<file path="config.mk">
export PLATFORM = sky130hd
export DESIGN_NAME = seq_det_stream_ctrl
export DESIGN_NICKNAME = d
export VERILOG_FILES = /design/src/rtl/seq_det_pkg.sv /design/src/rtl/seq_det_matcher.sv /design/src/rtl/seq_det_stream_ctrl.sv
export SDC_FILE = /design/constraint.sdc
export NUM_CORES = 1
export LEC_CHECK = 0
export BUFFER_PORTS_ARGS = -buffer_cell sky130_fd_sc_hd__clkbuf_2
export CORE_AREA = 3 3 92 94
export DETAILED_ROUTE_END_ITERATION = 10
export DIE_AREA = 0 0 95 97
export PLACE_DENSITY = 0.68
export REMOVE_ABC_BUFFERS = 1
export SYNTH_ARGS = -nofsm -noshare
export SYNTH_HDL_FRONTEND = slang
export SYNTH_SLANG_ARGS = --single-unit
export TNS_END_PERCENT = 100
</file>
<file path="constraint.sdc">
create_clock -name clk -period 2.8 [get_ports clk]
set_clock_uncertainty 0.1 [all_clocks]
set_input_delay 0.14 -clock clk [delete_from_list [all_inputs] [get_ports clk]]
set_output_delay 0.14 -clock clk [all_outputs]
set_load 0.03 [all_outputs]
</file>
<file path="src/rtl/seq_det_pkg.sv">
// seq_det_pkg: shared FSM type and width helpers for the bit-serial sequence-detect path.
package seq_det_pkg;

    // Serialiser FSM: waiting for a word, or streaming one out MSB-first.
    typedef enum logic [0:0] {
        StIdle,
        StShift
    } state_e;

    // Width of a pattern-length field: must hold 0..pat_max inclusive.
    function automatic int unsigned len_w(input int unsigned pat_max);
        return $clog2(pat_max) + 1;
    endfunction

    // Width of the bit index within a word (0 = MSB).
    function automatic int unsigned bitcnt_w(input int unsigned word_w);
        return (word_w > 2) ? $clog2(word_w) : 1;
    endfunction

endpackage

</file>
<file path="src/rtl/seq_det_matcher.sv">
// seq_det_matcher: rolling history of received bits compared against a programmable
// pattern. The newest bit sits at bit 0 of the compare window. match is combinational
// on the bit being presented this cycle.
module seq_det_matcher
    import seq_det_pkg::*;
#(
    parameter int unsigned PAT_MAX = 8
) (
    input  logic                      clk,
    input  logic                      rst,
    input  logic                      bit_in,
    input  logic                      bit_vld,
    input  logic [len_w(PAT_MAX)-1:0] len,
    input  logic [PAT_MAX-1:0]        pattern,
    input  logic                      overlap,
    input  logic                      flush,
    output logic                      match
);

    localparam int unsigned LEN_W = len_w(PAT_MAX);
    localparam logic [LEN_W-1:0] FILL_MAX = LEN_W'(PAT_MAX);

    logic [PAT_MAX-1:0] hist_q, hist_d;
    logic [LEN_W-1:0]   fill_q, fill_d;
    logic [PAT_MAX-1:0] window;
    logic [PAT_MAX-1:0] mask;
    logic [LEN_W:0]     fill_inc;

    // Compare window: history shifted up with the current bit as the newest entry.
    always_comb begin
        window = (hist_q << 1) | PAT_MAX'(bit_in);
        mask   = '0;
        for (int i = 0; i < int'(PAT_MAX); i++) begin
            mask[i] = (LEN_W'(i) < len);
        end
        fill_inc = {1'b0, fill_q} + 1'b1;
        // fill+1 >= len keeps stale bits from before a clear out of the compare.
        match = bit_vld && (len != '0) && (((window ^ pattern) & mask) == '0) &&
                (fill_inc >= {1'b0, len});
    end

    // History/fill next state; a flush wins over the update on the same cycle.
    always_comb begin
        hist_d = hist_q;
        fill_d = fill_q;
        if (bit_vld) begin
            hist_d = window;
            if (match && !overlap) begin
                fill_d = '0;
            end else if (fill_q != FILL_MAX) begin
                fill_d = fill_q + 1'b1;
            end
        end
        if (flush) begin
            hist_d = '0;
            fill_d = '0;
        end
    end

    // History and fill registers.
    always_ff @(posedge clk or posedge rst) begin
        if (rst) begin
            hist_q <= '0;
            fill_q <= '0;
        end else begin
            hist_q <= hist_d;
            fill_q <= fill_d;
        end
    end

endmodule

</file>
<file path="src/rtl/seq_det_stream_ctrl.sv">
// seq_det_stream_ctrl: accepts words over valid/ready, serialises them MSB-first at one
// bit per cycle into seq_det_matcher, counts matches and raises a sticky threshold irq.
// Optional: define SEQ_DET_BITPOS_EN to add det_bitpos (index of the completing bit).
module seq_det_stream_ctrl
    import seq_det_pkg::*;
#(
    parameter int unsigned WORD_W  = 8,
    parameter int unsigned PAT_MAX = 8,
    parameter int unsigned CNT_W   = 16
) (
    input  logic                        clk,
    input  logic                        rst,
    input  logic                        enable,
    input  logic [PAT_MAX-1:0]          cfg_pattern,
    input  logic [len_w(PAT_MAX)-1:0]   cfg_len,
    input  logic                        cfg_overlap,
    input  logic                        s_valid,
    input  logic [WORD_W-1:0]           s_data,
    output logic                        s_ready,
    output logic                        det_pulse,
    output logic [CNT_W-1:0]            match_cnt,
    input  logic [CNT_W-1:0]            cnt_thresh,
    input  logic                        clr_cnt,
    output logic                        irq,
`ifdef SEQ_DET_BITPOS_EN
    output logic [bitcnt_w(WORD_W)-1:0] det_bitpos,
`endif
    output logic                        busy
);

    localparam int unsigned LEN_W    = len_w(PAT_MAX);
    localparam int unsigned BITCNT_W = bitcnt_w(WORD_W);
    localparam logic [BITCNT_W-1:0] LAST_BIT = BITCNT_W'(WORD_W - 1);
    localparam logic [LEN_W-1:0]    LEN_MAX  = LEN_W'(PAT_MAX);
    localparam logic [CNT_W-1:0]    CNT_MAX  = '1;

    state_e              state_q, state_d;
    logic [WORD_W-1:0]   shreg_q, shreg_d;
    logic [BITCNT_W-1:0] bitcnt_q, bitcnt_d;

    logic                enable_q;
    logic [PAT_MAX-1:0]  lat_pattern_q;
    logic [LEN_W-1:0]    lat_len_q;
    logic                lat_overlap_q;

    logic                det_pulse_q;
    logic [CNT_W-1:0]    cnt_q, cnt_d;
    logic                irq_q, irq_d;

    logic                bit_vld;
    logic                flush;
    logic                match;
    logic                cfg_rise;

    assign cfg_rise = enable && !enable_q;

    // Serialiser FSM: next state, shift register, handshake and matcher flush.
    always_comb begin
        state_d  = state_q;
        shreg_d  = shreg_q;
        bitcnt_d = bitcnt_q;
        s_ready  = 1'b0;
        bit_vld  = 1'b0;
        flush    = 1'b0;
        unique case (state_q)
            StIdle: begin
                s_ready = enable && !rst;
                // History only survives idle gaps while the stream stays enabled.
                flush   = !enable;
                if (s_valid && s_ready) begin
                    shreg_d  = s_data;
                    bitcnt_d = '0;
                    state_d  = StShift;
                end
            end
            StShift: begin
                bit_vld  = 1'b1;
                shreg_d  = shreg_q << 1;
                bitcnt_d = bitcnt_q + 1'b1;
                if (bitcnt_q == LAST_BIT) begin
                    s_ready = enable && !rst;
                    if (s_valid && s_ready) begin
                        // Reload on the last bit keeps the stream gapless.
                        shreg_d  = s_data;
                        bitcnt_d = '0;
                    end else begin
                        state_d = StIdle;
                        flush   = !enable;
                    end
                end
            end
            default: state_d = StIdle;
        endcase
    end

    // FSM and serialiser registers.
    always_ff @(posedge clk or posedge rst) begin
        if (rst) begin
            state_q  <= StIdle;
            shreg_q  <= '0;
            bitcnt_q <= '0;
        end else begin
            state_q  <= state_d;
            shreg_q  <= shreg_d;
            bitcnt_q <= bitcnt_d;
        end
    end

    // Config capture on the rising edge of enable; length clamped to PAT_MAX.
    always_ff @(posedge clk or posedge rst) begin
        if (rst) begin
            enable_q      <= 1'b0;
            lat_pattern_q <= '0;
            lat_len_q     <= '0;
            lat_overlap_q <= 1'b0;
        end else begin
            enable_q <= enable;
            if (cfg_rise) begin
                lat_pattern_q <= cfg_pattern;
                lat_len_q     <= (cfg_len > LEN_MAX) ? LEN_MAX : cfg_len;
                lat_overlap_q <= cfg_overlap;
            end
        end
    end

    seq_det_matcher #(
        .PAT_MAX (PAT_MAX)
    ) u_matcher (
        .clk     (clk),
        .rst     (rst),
        .bit_in  (shreg_q[WORD_W-1]),
        .bit_vld (bit_vld),
        .len     (lat_len_q),
        .pattern (lat_pattern_q),
        .overlap (lat_overlap_q),
        .flush   (flush),
        .match   (match)
    );

    // Saturating match counter and sticky irq; clear beats a coincident match.
    always_comb begin
        cnt_d = cnt_q;
        irq_d = irq_q;
        if (clr_cnt) begin
            cnt_d = '0;
            irq_d = 1'b0;
        end else if (match) begin
            if (cnt_q != CNT_MAX) begin
                cnt_d = cnt_q + 1'b1;
            end
            if ((cnt_thresh != '0) && (cnt_d >= cnt_thresh)) begin
                irq_d = 1'b1;
            end
        end
    end

    // Match strobe, counter and irq registers.
    always_ff @(posedge clk or posedge rst) begin
        if (rst) begin
            det_pulse_q <= 1'b0;
            cnt_q       <= '0;
            irq_q       <= 1'b0;
        end else begin
            det_pulse_q <= match;
            cnt_q       <= cnt_d;
            irq_q       <= irq_d;
        end
    end

`ifdef SEQ_DET_BITPOS_EN
    logic [BITCNT_W-1:0] bitpos_q;

    // Index of the bit that completed the most recent match.
    always_ff @(posedge clk or posedge rst) begin
        if (rst) begin
            bitpos_q <= '0;
        end else if (match) begin
            bitpos_q <= bitcnt_q;
        end
    end

    assign det_bitpos = bitpos_q;
`endif

    assign det_pulse = det_pulse_q;
    assign match_cnt = cnt_q;
    assign irq       = irq_q;
    assign busy      = (state_q == StShift);

endmodule
</file>
==> results of run 1 <==
==> state kept, by name (all words and copies together) (netlist names) <==
signal and cells:
irq 1, enable_q 1, u_matcher.hist_q 7, bitcnt_q 3, shreg_q 8, match_cnt 16, lat_pattern_q 8, lat_len_q 4
lat_overlap_q 1, det_pulse 1, busy 1, u_matcher.fill_q 4
==> timing repair <==
item,in CTS,in global routing
endpoints found under the hold margin,26,1
setup endpoints to repair,1,3
gates resized for setup,7,14
pin swaps,1,9
setup buffers,0,6
hold buffers,15,1
==> layout make-up <==
type	instances	area (um2)	share of cell area [%]
tap	102	128	2.84
clock buffer	6	82.6	1.84
timing repair buffer	123	811	18.1
multi-input combinational	279	1980	44.1
sequential	55	1380	30.6
inverter	28	109	2.42
clock inverter	1	5.00	0.111
==> Yosys cell counts, types with 6 or more instances <==
cell type	count	area share, %
nor3_1	9	1.3
dfrtp_1	55	40
clkbuf_1	10	1.1
and3_1	6	1.1
inv_1	28	3.1
o21ai_0	21	3.1
nand2b_1	6	1.1
mux2_2	11	3.6
nor2_1	19	2.1
ha_1	25	9.1
xnor2_1	16	4.1
nand3_1	9	1.3
a21o_1	6	1.3
a21oi_1	35	5.1
mux2i_1	10	2.9
nand2_1	37	4.0
xor2_1	6	1.5
nand4_1	12	2.2
==> routing by layer <==
layer | share of wire (%) | wire, um | vias up | GRT usage, %
met4 | 0.90 | 76 | 0 | 3.55
met1 | 45 | 3790 | 1503 | 24.8
met3 | 5.4 | 457 | 9 | 2.49
li1 | - | - | 1563 | -
met5 | 0 | 0 | - | 0
met2 | 49 | 4120 | 91 | 30.8
==> layout by cell type, fill, tap and decap left out, types with 9 or more instances in the layout <==
master	Yosys	layout
dlygate4sd3_1	0	16
ha_1	25	23
nand4_1	12	12
inv_1	28	26
mux2_2	11	10
o21ai_0	21	20
dfrtp_1	55	55
buf_4	0	46
nand2_1	37	36
xnor2_1	16	15
nor2_1	19	17
a21oi_1	35	33
nand3_1	9	9
mux2i_1	10	10
clkbuf_2	0	61
==> worst max-delay path: stages, from the launching register on <==
cell and delay [ns]:
dfrtp_1 0.40, ha_2 0.20, nand4_1 0.12, nor4_2 0.06, or2_4 0.28, or3_4 0.40
xnor2_1 0.20, ha_1 0.28, nand4_1 0.12, o2111ai_1 0.14, o221a_2 0.29
==> where the power goes <==
part	total, mW	leakage [nW]	switching (mW)	internal (mW)
combinational	0.954	1.50	0.494	0.460
sequential	1.15	0.701	0.166	0.983
clock	0.456	0.0470	0.261	0.195
==> final timing paths <==
path	endpoint	slack, ns	depth (start not counted)
max in group asynchronous	u_matcher.hist_q[2]$_DFFE_PP0P_	1.63	4
worst max register to register	irq$_DFFE_PP0P_	0.1	10
worst max-delay path	irq$_DFFE_PP0P_	0.1	10
min in group asynchronous	u_matcher.hist_q[0]$_DFFE_PP0P_	0.51	4
worst min register to register	bitcnt_q[0]$_DFFE_PP0P_	0.39	1
worst min-delay path	shreg_q[3]$_DFFE_PP0P_	0.03	3
==> cell families (layout without fill, tap and decap cells) <==
| kind of cell | count (synthesis) | count (layout) | share of synthesized area (%) |
|---|---|---|---|
| xor+xnor | 22 | 22 | 5.60 |
| mux | 21 | 21 | 6.51 |
| compound gates | 81 | 81 | 14.0 |
| flops | 55 | 55 | 40.0 |
| buf+inv | 40 | 158 | 4.62 |
| simple gates | 130 | 130 | 20.1 |
| fa+ha+maj | 25 | 25 | 9.09 |
==> reports/metrics.csv, run 1 <==
metric,value,unit
ys_seq_area_share,40.0,%
slew_headroom,45.9,%
holdWs,0.0321,ns
async_flop_share,100,%
htreeDepth,2,
final_util,58.1,%
grt_pass1_vias,2956,
powerDensity,570,nW/um2
cts_buffers,5,
final_area,4490,um2
worstSetupStartpointType,flip-flop,
crit_type,reg -> reg,
viasPerCell,5.33,
fin_crit,2.70,ns
clock_path_buffers,2,
die_area,9220,um2
fillerInstances,691,
crit_start,match_cnt[1]$_DFFE_PP0P_,
grt_max_degree,57,
place.gp.congestion,0.884,
drv_slew,0,
hp-start,s_data[3],
synth-seq-cells,55,
drc,0,
ios,62,
fmax,370,MHz
grt.total_usage,18.2,%
dpl_worst_slack,-0.0985,ns
outcome,finished clean,
drive_gt1_share,30.9,%
drt_wl_total,8440,um
ys.flop_type,dfrtp_1,
finalWorstSetupSlack,0.0997,ns
dr.first_iter.drc_count,95,
layout.cells.non_filler,594,
min_period_over_period,96.4,%
io_buffers,61,
drtAntennaViolNets,0,
nets,559,
hp-class,in -> reg,
root_buffer,clkbuf_8,
synth_cell_types,47,
routedWlPerCell,14.2,um
antenna_cells,0,
syn_area,3440,um2
cp_max_fo,5,
p_total,2.56,mW
regToRegStartpoint,match_cnt[1]$_DFFE_PP0P_,
clk_pin_slew_worst_paths,0.10,ns
yosysWarnings,0,
tns,0,ns
syn2layout_area_growth,30.5,%
grt_pass1_wl,13600,um
clock_latency,0.31,ns
post_dp_cell_area,4120,um2
die_y,97,um
cap_violations,0,
vias,3166,
drtPass1Iterations,4,
critPathRequiredTime,2.91,ns
fp.dieW,95,um
crit_arrival,2.81,ns
grt-ovfl-total,0,
leakagePower,2.25,nW
design.core.area,7730,um2
syn_area_per_cell,9.20,um2
tightest_slew,0.805,ns
cts_tree,built,
syn_inst,374,
cts.sinks,55,
post-place-cells,565,
synth_edf_count,0,
rsz0062_at_grt,true,
peakVddDrop,391,uV
antenna_found_initial,0,
hpwl,6410,um
start_util,44.5,%
final-setup-viol-count,0,
rows,32,
crit_path_end_kind,flip-flop,
hold_viol,0,
Note: power is estimated with default switching activity, not from simulation.
==> run 2: changes to the inputs <==
CELL_PAD_IN_SITES_DETAIL_PLACEMENT = 0   (was unset)
CELL_PAD_IN_SITES_GLOBAL_PLACEMENT = 1   (was unset)
CORE_AREA = 3 3 94 96   (was 3 3 92 94)
DIE_AREA = 0 0 97 99   (was 0 0 95 97)
PLACE_DENSITY = unset   (was 0.68)
PLACE_DENSITY_LB_ADDON = 0.1   (was unset)
clock period = 2.76 ns   (was 2.8 ns; I/O delays follow)
==> run 2 against run 1 <==
Critical path depth up 2; highest routed layer unchanged; combinational power grew 2.7%; critical endpoint unchanged; via count is 1.0% lower.
==> reports/metrics.csv, run 2 (synthesis results as in run 1) <==
metric,value,unit,change
crit_path_end_kind,flip-flop,,unchanged
routedWlPerCell,13.9,um,was 14.2 um
cts_tree,built,,unchanged
root_buffer,clkbuf_8,,unchanged
peakVddDrop,453,uV,was 391 uV
grt_pass1_wl,14700,um,was 13600 um
worstHoldEndpoint,shreg_q[1]$_DFFE_PP0P_,,was shreg_q[3]$_DFFE_PP0P_
dr.first_iter.drc_count,136,,was 95
crit_arrival,2.82,ns,was 2.81 ns
hold_depth,3,,unchanged
worstSetupStartpointType,flip-flop,,unchanged
cts_buffers,5,,unchanged
die_area,9600,um2,was 9220 um2
p_sw,937,uW,was 921 uW
drc,0,,unchanged
tightest_slew,0.905,ns,was 0.805 ns
die_y,99,um,was 97 um
fin_crit,2.72,ns,was 2.70 ns
clock_latency,0.31,ns,about the same
regToRegStartpoint,match_cnt[1]$_DFFE_PP0P_,,unchanged
crit_type,reg -> reg,,unchanged
intPower,1.77,mW,was 1.64 mW
ios,62,,unchanged
layout_common_cells,"61 x clkbuf_2, 55 x dfrtp_1, 52 x buf_4, 36 x nand2_1, 33 x a21oi_1",,"was 61 x clkbuf_2, 55 x dfrtp_1, 46 x buf_4, 36 x nand2_1, 33 x a21oi_1"
grt-ovfl-total,0,,unchanged
rows,33,,was 32
antenna_cells,0,,unchanged
post-place-cells,575,,was 565
drive_gt1_share,32.1,%,was 30.9%
io_buffers,61,,unchanged
syn2layout_area_growth,33.3,%,was 30.5%
critPathRequiredTime,2.86,ns,was 2.91 ns
outcome,finished clean,,unchanged
fmax,368,MHz,was 370 MHz
clkPwrFrac,20.8,%,was 17.8%
final-setup-viol-count,0,,unchanged
fp.dieW,97,um,was 95 um
cap_violations,0,,unchanged
hpwl,6430,um,was 6410 um
r2r_cells,12,,was 10
drtPass1Iterations,4,,unchanged
nets,565,,was 559
rsz0062_at_grt,true,,unchanged
p_total,2.71,mW,was 2.56 mW
powerDensity,590,nW/um2,was 570 nW/um2
hold_viol,0,,unchanged
drt_wl_total,8410,um,was 8440 um
design.core.area,8130,um2,was 7730 um2
vias,3134,,was 3166
htreeDepth,2,,unchanged
final_common_cell,clkbuf_2,,unchanged
switching_share,34.6,%,was 36.0%
grt.total_usage,18.4,%,was 18.2%
drv_slew,0,,unchanged
leakagePower,2.29,nW,was 2.25 nW
fillerInstances,745,,was 691
place.gp.congestion,0.790,,was 0.884
min_period_over_period,98.4,%,was 96.4%
seq_power_share,43.1,%,was 44.9%
cts.sinks,55,,unchanged
worst_r2r_endpoint,irq$_DFFE_PP0P_,,unchanged
grt_max_degree,57,,unchanged
hp-class,in -> reg,,unchanged
clk_pin_slew_worst_paths,0.10,ns,about the same
clock_path_buffers,2,,unchanged
hp-start,s_data[1],,was s_data[3]
layout.cells.non_filler,604,,was 594
r2r_setup_slack,0.04,ns,was 0.1 ns
viasPerCell,5.19,,was 5.33
slew_headroom,39.3,%,was 45.9%
grt_pass1_vias,3169,,was 2956
start_util,42.3,%,was 44.5%
p_comb_share,36.2,%,was 37.3%
antenna_found_initial,0,,unchanged
cp_max_fo,4,,was 5
drtAntennaViolNets,0,,unchanged
largest_register_ffs,16,,unchanged
## run 2: area by class of cell
class	instances	area [um2]	area share (%)
well taps	105	131	2.86
inverters	28	109	2.37
flip-flops and latches	55	1380	30.0
clock inverters	2	35.0	0.764
multi-input cells	279	2000	43.5
clock buffers	6	82.6	1.80
repair buffers	129	856	18.7
## run 2: timing repair
action | in CTS | in global routing
endpoints found under the setup margin | 1 | 5
setup buffers | 1 | 4
hold buffers | 16 | 0
resized for setup | 15 | 7
hold endpoints to repair | 70 | 0
pin swaps | 5 | 1
## run 2: metrics by stage
step / utilization [%] / TNS [ns] / worst slack, ns / hold slack (ns) / instance area (um2)
after floorplan: - / -2.04 / -0.332 / 0.0694 / 3390
final: 56.4 / 0 / 0.0444 / 0.0364 / 4590
after CTS: 55.6 / 0 / 0.000372 / 0.0242 / 4520
after global placement: 51.3 / -0.162 / -0.162 / 0.233 / 4180
after global routing: 56.4 / -0.0788 / -0.0693 / 0.0452 / 4590
after detailed placement: 51.3 / -0.165 / -0.165 / 0.233 / 4180
## run 2: worst max path at each step
stage,start,end,slack [ns],cells after the start
6_report,match_cnt[1]$_DFFE_PP0P_,irq$_DFFE_PP0P_,0.04,12
5_1_grt,match_cnt[0]$_DFFE_PP0P_,irq$_DFFE_PP0P_,-0.07,12
4_1_cts,match_cnt[1]$_DFFE_PP0P_,irq$_DFFE_PP0P_,0.0004,12
3_5_place_dp,match_cnt[0]$_DFFE_PP0P_,irq$_DFFE_PP0P_,-0.17,11
3_3_place_gp,match_cnt[9]$_DFFE_PP0P_,irq$_DFFE_PP0P_,-0.16,12
2_1_floorplan,match_cnt[0]$_DFFE_PP0P_,irq$_DFFE_PP0P_,-0.33,12
## run 2: critical path: stages (launching register included)
cell     delay (ns)
dfrtp_1        0.37
ha_2           0.20
and4_4         0.25
nand4_1        0.12
nor2_2         0.13
mux2_4         0.33
ha_4           0.15
a21o_1         0.16
a21o_1         0.18
a21oi_2        0.15
nand2_1        0.06
and3_1         0.17
o221a_2        0.23
## run 2: layer usage
layer | share of wire, % | track usage [%]
met2 | 50 | 33.3
met1 | 46 | 23.2
met4 | 1.0 | 4.54
met3 | 3.5 | 2.55
met5 | 0 | 0
## run 2: power by group through the flow
stage	clock, mW	sequential, mW	combinational [mW]
finish	0.562	1.17	0.980
global route	0.620	1.20	1.14
CTS	0.583	1.16	0.984
detailed placement	0	1.18	0.967
global placement	0	1.17	0.935
floorplan	0	1.16	0.673
==> run 3: changes to the inputs <==
CELL_PAD_IN_SITES_DETAIL_PLACEMENT = 1   (was 0)
CORE_AREA = 3 3 115 117   (was 3 3 94 96)
DIE_AREA = 0 0 118 120   (was 0 0 97 99)
==> run 3 against run 2 <==
The flow now finishes with violations (negative hold slack); setup slack worse by 0.015 ns; first-iteration DRC count is 22% lower; cell area up 2.8%; wire length grew 19%; worst hold slack got worse by 0.050 ns; largest power group unchanged; highest routed layer unchanged.
==> reports/metrics.csv, run 3 (synthesis results as in run 1) <==
metric,value,unit,change
grt_pass1_vias,3439,,was 3169
hpwl,7750,um,was 6430 um
place.gp.congestion,0.777,,was 0.790
crit_start,match_cnt[0]$_DFFE_PP0P_,,was match_cnt[1]$_DFFE_PP0P_
drv_slew,0,,unchanged
largest_register_ffs,16,,unchanged
cpPeakStageDelay,0.35,ns,was 0.37 ns
layout_common_cells,"61 x clkbuf_2, 57 x buf_4, 55 x dfrtp_1, 37 x nand2_1, 33 x a21oi_1",,"was 61 x clkbuf_2, 55 x dfrtp_1, 52 x buf_4, 36 x nand2_1, 33 x a21oi_1"
dr.first_iter.drc_count,106,,was 136
final_area,4710,um2,was 4590 um2
crit_top_cell,a21o_1,,unchanged
viasPerCell,4.75,,was 5.19
final-setup-viol-count,0,,unchanged
rows,41,,was 33
syn2layout_area_growth,36.9,%,was 33.3%
clock_path_buffers,2,,unchanged
htreeDepth,2,,unchanged
grt-ovfl-total,0,,unchanged
critPathRequiredTime,2.84,ns,was 2.86 ns
min_period_over_period,98.9,%,was 98.4%
routedWlPerCell,14.8,um,was 13.9 um
layout.cells.non_filler,673,,was 604
drtPass1Iterations,4,,unchanged
regToRegStartpoint,match_cnt[0]$_DFFE_PP0P_,,was match_cnt[1]$_DFFE_PP0P_
die_y,120,um,was 99 um
io_buffers,61,,unchanged
fp.dieW,118,um,was 97 um
cp_slowest_cell,dfrtp_1,,unchanged
holdWs,-0.0134,ns,was 0.0364 ns
leakagePower,2.31,nW,was 2.29 nW
fmax,366,MHz,was 368 MHz
design.core.area,12500,um2,was 8130 um2
dpl_worst_slack,-0.229,ns,was -0.165 ns
violations,negative hold slack,,
start_util,27.6,%,was 42.3%
post_dp_cell_area,4260,um2,was 4180 um2
grt_pass1_wl,17200,um,was 14700 um
cp_max_fo,4,,unchanged
vias,3197,,was 3134
final_common_cell,clkbuf_2,,unchanged
fin_crit,2.73,ns,was 2.72 ns
nets,567,,was 565
finalWorstSetupSlack,0.0291,ns,was 0.0444 ns
slew_headroom,39.9,%,was 39.3%
drc,0,,unchanged
r2r_cells,12,,unchanged
ios,62,,unchanged
hold_viol,33,,was 0
drt_wl_total,9980,um,was 8410 um
final_util,37.8,%,was 56.4%
hp-class,in -> async,,was in -> reg
tns,0,ns,unchanged
p_total,2.90,mW,was 2.71 mW
outcome,"complete, but fails checks",,was finished clean
cp.depth,12,,unchanged
crit_arrival,2.81,ns,was 2.82 ns
grt_max_degree,57,,unchanged
post-place-cells,642,,was 575
drive_gt1_share,32.3,%,was 32.1%
clock_latency,0.29,ns,was 0.31 ns
cpLargestDelayFamily,simple AND/OR/NAND/NOR gates,,unchanged
antenna_cells,0,,unchanged
peakVddDrop,372,uV,was 453 uV
cts_buffers,5,,unchanged
worstPathBufferInverterCount,0,,unchanged
crit_type,reg -> reg,,unchanged
root_buffer,clkbuf_16,,was clkbuf_8
antenna_found_initial,0,,unchanged
tightest_slew,0.895,ns,was 0.905 ns
clk_pin_slew_worst_paths,0.07,ns,was 0.10 ns
path_cells,ha_2 -> and4_4 -> nand4_1 -> nor2_1 -> mux2_4 -> ha_4 -> a21o_1 -> a21o_1 -> a21oi_2 -> nand2_1 -> and3_1 -> o221a_2,,was ha_2 -> and4_4 -> nand4_1 -> nor2_2 -> mux2_4 -> ha_4 -> a21o_1 -> a21o_1 -> a21oi_2 -> nand2_1 -> and3_1 -> o221a_2
cap_violations,0,,unchanged
cts_tree,built,,unchanged
crit_path_end_kind,flip-flop,,unchanged
die_area,14200,um2,was 9600 um2
rsz0062_at_grt,true,,unchanged
cts.sinks,55,,unchanged
worstSetupStartpointType,flip-flop,,unchanged
drtAntennaViolNets,0,,unchanged
grt.total_usage,14.7,%,was 18.4%
powerDensity,616,nW/um2,was 590 nW/um2
[run 3: area by class of cell]
type / count / area, um2
Fill cell: 1465 / 7750
Sequential cell: 55 / 1380
Multi-Input combinational cell: 280 / 1980
Inverter: 28 / 109
Clock buffer: 6 / 139
Timing Repair Buffer: 130 / 853
Tap cell: 172 / 215
Clock inverter: 2 / 35.0
[run 3: where the power goes]
| part | internal [mW] | leakage [nW] | switching (mW) | total, mW |
|---|---|---|---|---|
| Clock | 0.452 | 0.0868 | 0.292 | 0.744 |
| Combinational | 0.473 | 1.52 | 0.515 | 0.988 |
| Sequential | 0.999 | 0.701 | 0.170 | 1.17 |
[run 3: worst min-delay path: cells and delay by family]
family,cells,cell delay (ns)
buf+inv,3,0.76
[run 3: final timing paths]
check	to	slack [ns]
worst min register to register	bitcnt_q[0]$_DFFE_PP0P_	0.38
max in group asynchronous	match_cnt[6]$_DFFE_PP0P_	2.08
worst max-delay path	irq$_DFFE_PP0P_	0.03
min in group clk	lat_len_q[1]$_DFFE_PP0P_	0.01
worst max register to register	irq$_DFFE_PP0P_	0.03
worst min-delay path	shreg_q[1]$_DFFE_PP0P_	-0.01
[run 3: what timing repair did]
action | in CTS | in global routing
pin swaps | 11 | 0
hold buffers | 12 | 0
endpoints found under the hold margin | 12 | 0
setup endpoints to repair | 1 | 7
resized for setup | 14 | 5
buffers inserted | 6 | 5
cloned | 1 | 0
[run 3: per-layer routing]
layer  share of wire [%]  track usage [%]  vias to the layer above
met2                  50             26.1                       47
met1                  46             18.6                     1563
met5                   0                0                        -
met3                 2.5             2.50                        8
li1                    -                -                     1579
met4                 1.2             3.74                        0
